## config.mk

```make
export PLATFORM = sky130hd
export DESIGN_NAME = seq_check2bit
export DESIGN_NICKNAME = d
export VERILOG_FILES = /design/src/rtl/seq_pkg.sv /design/src/rtl/sat_counter.sv /design/src/rtl/seq_check2bit.sv
export SDC_FILE = /design/constraint.sdc
export NUM_CORES = 1
export LEC_CHECK = 0
export ABC_CLOCK_PERIOD_IN_PS = 2400
export CORE_MARGIN = 1.5
export CORE_UTILIZATION = 40
export CTS_BUF_LIST = sky130_fd_sc_hd__clkbuf_2
export DETAILED_ROUTE_END_ITERATION = 10
export HOLD_SLACK_MARGIN = 0.03
export SYNTH_ARGS = -nofsm -noshare
export SYNTH_HDL_FRONTEND = slang
export SYNTH_SLANG_ARGS = --single-unit
```

## constraint.sdc

```tcl
create_clock -name clk -period 2.4 [get_ports clk]
set_input_delay 0.48 -clock clk [delete_from_list [all_inputs] [get_ports clk]]
set_output_delay 0.48 -clock clk [all_outputs]
set_load 0.1 [all_outputs]
```

## src/rtl/seq_pkg.sv

```systemverilog
// Shared definitions for the count-stream checker.
// State encoding and default data width.
package seq_pkg;

    localparam int WIDTH_DEF = 2;

    localparam logic [1:0] HUNT   = 2'd0;
    localparam logic [1:0] SYNC   = 2'd1;
    localparam logic [1:0] LOCKED = 2'd2;

endpackage

```

## src/rtl/sat_counter.sv

```systemverilog
// Saturating up-counter with synchronous active-low clear.
// Holds at all-ones once reached.
module sat_counter #(
    parameter int W = 8
) (
    input  logic         clk,
    input  logic         clr,
    input  logic         en,
    output logic [W-1:0] cnt
);

    // count enabled events, stick at the top value
    always_ff @(posedge clk) begin
        if (!clr) begin
            cnt <= '0;
        end else if (en && (cnt != '1)) begin
            cnt <= cnt + {{(W-1){1'b0}}, 1'b1};
        end
    end

endmodule

```

## src/rtl/seq_check2bit.sv

```systemverilog
// Receive-side checker for a gated up-count stream.
// Hunts, syncs, locks, and flags mismatches and wraps.
module seq_check2bit
    import seq_pkg::*;
#(
    parameter int WIDTH    = WIDTH_DEF,
    parameter int LOCK_CNT = 3,
    parameter int ERR_MAX  = 2,
    parameter int CNT_W    = 8
) (
    input  logic             clk,
    input  logic             reset,
    input  logic [WIDTH-1:0] q,
    input  logic             show,
    input  logic             stop,
    output logic             locked,
    output logic             err,
    output logic             wrap,
    output logic [CNT_W-1:0] err_cnt
);

    localparam logic [3:0] LOCK_LAST = 4'(LOCK_CNT - 1);
    localparam logic [3:0] ERR_LAST  = 4'(ERR_MAX - 1);
    localparam logic [WIDTH-1:0] ONE = {{(WIDTH-1){1'b0}}, 1'b1};

    logic [1:0]       state, state_n;
    logic [WIDTH-1:0] prev, prev_n;
    logic [3:0]       good_cnt, good_n;
    logic [3:0]       bad_cnt, bad_n;
    logic             err_n, wrap_n, inc;
    logic [WIDTH-1:0] exp_q;
    logic             match;

    // expected next sample and comparison
    always_comb begin
        exp_q = stop ? prev : prev + ONE;
        match = (q == exp_q);
    end

    // next-state, reference and pulse decisions
    always_comb begin
        state_n = state;
        prev_n  = prev;
        good_n  = good_cnt;
        bad_n   = bad_cnt;
        err_n   = 1'b0;
        wrap_n  = 1'b0;
        inc     = 1'b0;
        case (state)
            HUNT: begin
                if (show) begin
                    prev_n  = q;
                    good_n  = '0;
                    state_n = SYNC;
                end
            end
            SYNC: begin
                if (show) begin
                    prev_n = q;
                    if (match) begin
                        if (good_cnt == LOCK_LAST) begin
                            good_n  = '0;
                            bad_n   = '0;
                            state_n = LOCKED;
                        end else begin
                            good_n = good_cnt + 4'd1;
                        end
                    end else begin
                        good_n = '0;
                    end
                end
            end
            LOCKED: begin
                if (show) begin
                    prev_n = q;
                    if (match) begin
                        bad_n  = '0;
                        wrap_n = !stop && (prev == '1) && (q == '0);
                    end else begin
                        err_n = 1'b1;
                        inc   = 1'b1;
                        if (bad_cnt == ERR_LAST) begin
                            bad_n   = '0;
                            state_n = HUNT;
                        end else begin
                            bad_n = bad_cnt + 4'd1;
                        end
                    end
                end
            end
            default: begin
                state_n = HUNT;
                good_n  = '0;
                bad_n   = '0;
            end
        endcase
    end

    // register FSM state, reference sample and outputs
    always_ff @(posedge clk) begin
        if (!reset) begin
            state    <= HUNT;
            prev     <= '0;
            good_cnt <= '0;
            bad_cnt  <= '0;
            locked   <= 1'b0;
            err      <= 1'b0;
            wrap     <= 1'b0;
        end else begin
            state    <= state_n;
            prev     <= prev_n;
            good_cnt <= good_n;
            bad_cnt  <= bad_n;
            locked   <= (state_n == LOCKED);
            err      <= err_n;
            wrap     <= wrap_n;
        end
    end

    sat_counter #(
        .W(CNT_W)
    ) u_err_cnt (
        .clk(clk),
        .clr(reset),
        .en (inc),
        .cnt(err_cnt)
    );

endmodule

```

---- Word level (Yosys, flattened, before mapping) ----
Cells that the tools add are included.
operators by class
  multiplexer cells ....................... 24
  bitwise logic cells ..................... 2
  reduce and logical (&&, ||, !) cells .... 11
  add/subtract/negate cells ............... 4
  equal/unequal tests ..................... 13
operator list
  kind                   number
  $mux W4                10
  $pmux W4 S3            2
  $mux W2                8
  $ne A2 B2 Y1 const B   5
  $add A4 B1 Y4 const B  2
  $add A8 B1 Y8 const B  1
  $ne A8 B8 Y1 const B   1
  $eq A2 B2 Y1 const B   3
  $pmux W2 S3            1
  $reduce_and A5 Y1      1
  $eq A4 B1 Y1 const B   1
  $eq A4 B2 Y1 const B   1
  $logic_not A2 Y1       2
  $reduce_and A4 Y1      1
  $logic_and A1 B1 Y1    3
  $mux W1                3
  $reduce_and A3 Y1      1
  $reduce_or A3 Y1       1
  $add A2 B1 Y2 const B  1
  $eq A2 B1 Y1 const B   1
  $eq A2 B2 Y1           1
  $not A1 Y1             2
  $reduce_and A2 Y1      1
  $logic_not A1 Y1       1
storage, ports and cells
  word-level logic and storage cells ...... 62
  output and inout port bits .............. 11
  register bits ........................... 23
  bits of input ports ..................... 6

---- Depth between registers and ports, before layout ----
  depth in word-level cells ............... 7
  mapped depth ............................ 6
  mapped depth without buffers ............ 6

---- Modules after synthesis ----
A second synthesis with hierarchy kept.
second synthesis, totals
  cells, all modules ...................... 145
  area, all modules ....................... 1221.2 sq um
by module, submodules not included
  module         sequential area each (sq um)  times used  area an instance (sq um)  cells each
  seq_check2bit  300.3                         1           817.0                     98
  sat_counter    160.2                         1           404.1                     47

---- Worst setup path before layout ----
Ideal clock, no wire load.
  path type ............................... register -> register
  start point ............................. reg u_err_cnt.cnt[0]
  end point ............................... reg u_err_cnt.cnt[0]
  setup time .............................. 115 ps
  setup slack ............................. 52 ps
  arrival time ............................ 2233 ps
  cell stages (with the launch flop) ...... 7
  buffers on the path ..................... 0
  period minus slack after synthesis ...... 2348 ps
  data required time ...................... 2285 ps
  path through ............................ dfxtp_1 > ha_1 > nand3_1 > o21ai_0 > nor4_4 > xor2_1 > and2_1
on the way
  longest elaborated chain between the ends .. 2
  elaborated cells on any way between the ends .. 3
  classes of those cells .................. add/sub: 1; eq/ne: 1; reduce/logical: 1
ends and longest elaborated chain
  item                                                                   line               text
  start, declared                                                        sat_counter.sv:9   output logic [W-1:0] cnt
  start signal, assigned                                                 sat_counter.sv:17  cnt <= cnt + {{(W-1){1'b0}}, 1'b1};
  parallel branches: the longest is 2 deep, another holds $add A8 B1 Y8  -
Several ways; the timed one is not identified.
A chain may end at the register's enable or synchronous reset.

---- Worst setup path after layout ----
  start point ............................. in q[0]
  end point ............................... reg bad_cnt[3]
on the way
  longest elaborated chain between the ends .. 4
  elaborated cells on any way between the ends .. 6
  classes of those cells .................. eq/ne: 2; mux: 3; reduce/logical: 1
ends and longest elaborated chain
  item                  line                  text
  start, declared       seq_check2bit.sv:13   input logic [WIDTH-1:0] q,
  $eq A2 B2 Y1 *        seq_check2bit.sv:37   match = (q == exp_q);
  $mux W4               seq_check2bit.sv:76   if (match) begin
  $mux W4               seq_check2bit.sv:74   if (show) begin
  $pmux W4 S3           seq_check2bit.sv:49   case (state)
  end signal, assigned  seq_check2bit.sv:113  bad_cnt <= bad_n;
  end, declared         seq_check2bit.sv:29   logic [3:0] bad_cnt, bad_n;
Every way passes the cells marked *; elsewhere a longest branch is shown, timed or not. The select of a mux whose other input is x is not followed.

==> results by group <==
Finish
  • Area Growth Syn to Fin: 18.0%
  • Share of cells above drive strength 1: 15.2%
  • Layout Nets: 184
  • Final Util: roughly 49%
  • N_diodes: 0
  • Post-Layout Inst Area: 1510 um^2

Timing
  • Slew HR: 58.4%
  • Post-route clock skew: between 1.5 and 2 ps
  • Worst-margin pin slew: approximately 620 ps
  • Tmin final: 2010 ps
  • Setup TNS: 0 ps
  • Final setup vio count: 0
  • Final hold slack: 512 ps
  • RSZ-0062 raised after global routing: no
  • Tcrit/Tclk final: 83.6%
  • Final Hold Fails: 0
  • Max Freq: 499 MHz
  • Pins Over Slew Limit: 0

Clocking
  • H-tree depth: 1
  • Skew-Pair Late Insertion Delay: 340 ps
  • CTS Hold Bufs: 0
  • Worst-path clk slew: 210 ps
  • Postcts setup bufs: 0
  • Clk buf depth: 2
  • CTS tree: done
  • Clk sinks: 23
  • Number of buffers created by CTS: 3
  • CTS root buf: clkbuf_2
  • Post_cts resized: 0

Global route
  • Gr usage total: between 15 and 20%
  • Vias in the first global route: slightly above 1000
  • Grt ovf: 0
  • Initial antenna violation count: 0
  • Largest net degree at the start of global routing: 21
  • First-pass GRT wire length: 4410 um

Drt
  • WL/cell: 12.2 um
  • M1 WL: approximately 1300 um
  • Wire length on met3: roughly 110 um
  • Antenna Nets Post-Route: 0
  • Detailed Route Iter0 Violations: 36
  • Final wirelength: 2620 um
  • Detailed Routing Iterations Pass 1: 4
  • DRC Markers: 0
  • Via-per-instance ratio: 5.12
  • Top sig layer: met4
  • Vias: 1101
  • Met2 Wirelength: approximately 1200 um

Synth
  • Post-synthesis instance area: roughly 1300 um^2
  • Yosys top cell area share: 36.1%
  • Syn_nets: 162
  • Count of different cell masters after synthesis: 37
  • #FFs+latches synth: 23
  • Share of the yosys chip area belonging to registers: 36.1%
  • Synth cell count leaders: nand2_1, dfxtp_1, nand3_1
  • Syn avg cell area: ~8.5 um^2
  • EDFF count, synth: 0
  • Top FF cell, synth: dfxtp_1
  • Largest cells by area after synthesis: dfxtp_1, nand2_1, mux2i_1, ha_1, nand3_1
  • Mapped Cells: 150
  • Biggest area consumer among synthesized cells: dfxtp_1
  • Fraction of registers with async set/reset: 0%
  • Yosys Warn Count: 0
  • Top-count cell post-synth: nand2_1

Critical path
  • Crit. End Element: flip-flop
  • Slowest-stage cell, CP: nor3_1
  • Worst path arrival time: 2310 ps
  • Crit-path cells: clkdlybuf4s50_1, xnor2_1, nor3_2, nor3_1, and4_1, a211o_1
  • CP startpoint kind: primary input
  • CP max FO: 6
  • Largest stage delay, worst path: 540 ps
  • CP required: 2700 ps
  • Kind of critical path: primary input to flip-flop

Pwr
  • Pwr dens: 408 nW/um^2
  • Switching Share: roughly 26%
  • Net Switching: 0.000157 W
  • Internal Power: 0.000457 W
  • P_leak: 0.612 nW
  • Clock share of power: 26.2%
  • Sequential Power Share: 63.6%
  • VDD IR-drop max: around 0.22 mV
  • Gate power share: 10.2%

Place
  • Port bufs: 16
  • Post-DP HPWL: 1980 um
  • Routability Congestion: between 0.8 and 0.9
  • Placed cell areas: 1490 um^2

Floorplan
  • Starting density of the core: 41.8%
  • Std-Cell Rows: 20
  • Die height: about 60 um
  • Core region area: between 3000 and 4000 um^2
  • # IOs: 17
  • Die Area: around 3500 um^2
  • Die Wd: 59.5 um

Flow run
  • Max_cap viols: 0

Run status
  • Status: completed

Min path
  • Hold Crit Class: flip-flop to flip-flop
per-stage QoR:
stage / worst slack, ps / total power, W / std cells
global route: 260 / 0.000647 / 215
CTS: 433 / 0.000623 / 215
finish: 394 / 0.000614 / 215
floorplan: 52.5 / 0.000439 / 150
global placement: 139 / 0.000459 / 211
detailed placement: 56.6 / 0.000461 / 211
power by group through the flow:
stage	combinational [W]	sequential, W	clock, W
2_1_floorplan	0.0000418	0.000397	0
3_3_place_gp	0.0000614	0.000398	0
3_5_place_dp	0.0000628	0.000398	0
4_1_cts	0.0000631	0.000391	0.000169
5_1_grt	0.0000698	0.000392	0.000185
6_report	0.0000626	0.000391	0.000161
per-layer routing:
metal	track usage, %	up-vias
met4	6.82	0
li1	-	570
met3	3.71	6
met1	22.7	502
met2	25.4	23
met5	0	-
kinds of logic (layout without fill, tap and decap cells):
kind of cell / after synthesis / after routing / synth area share (%)
AOI/OAI and AO/OA: 21 / 21 / 11.0
xor gates and xnor gates: 4 / 4 / 2.75
adders and majority gates: 6 / 6 / 5.88
buffers and inverters: 9 / 30 / 2.65
DFF: 23 / 23 / 36.1
muxes: 8 / 8 / 6.27
and+or+nand+nor: 79 / 79 / 35.4
area by class of cell:
class                           count  area (um^2)
Tap cell                           44         55.1
Multi-Input combinational cell    118          782
Inverter                            5         18.8
Sequential cell                    23          460
Timing Repair Buffer               21          170
Clock buffer                        4         20.0
Fill cell                         322         1550
registers in the layout (all words and copies together), names as in the netlist:
register       flops
state              2
bad_cnt            4
locked             1
prev               2
u_err_cnt.cnt      8
err                1
good_cnt           4
wrap               1
critical path: cells and delay by family:
kind | cells | cell delay [ps]
simple gates | 3 | 970
buf+inv | 1 | 450
xor+xnor | 1 | 320
compound gates | 1 | 90
layout by cell type, fill, tap and decap left out, types with 3 or more instances in the layout:
| cell type | count |
|---|---|
| nand2_1 | 24 |
| dfxtp_1 | 23 |
| buf_4 | 16 |
| nand3_1 | 14 |
| mux2i_1 | 8 |
| nand2b_1 | 6 |
| o21ai_0 | 6 |
| ha_1 | 6 |
| inv_1 | 5 |
| nor3b_1 | 5 |
| nor2b_1 | 5 |
| clkdlybuf4s50_1 | 5 |
| nor2_1 | 4 |
| nor3_1 | 4 |
| a21oi_1 | 4 |
| clkbuf_2 | 4 |
| and3_1 | 3 |
| and2_1 | 3 |
path summary, 6_finish.rpt:
path                 from          to  slack [ps]  cells past startpoint
setup / recovery     q[0]  bad_cnt[3]         390                      6
setup reg to reg  prev[1]  bad_cnt[3]         460                      6
hold / removal    prev[1]     prev[1]         510                      2
hold reg to reg   prev[1]     prev[1]         510                      2
(Power assumes the default switching activity.)
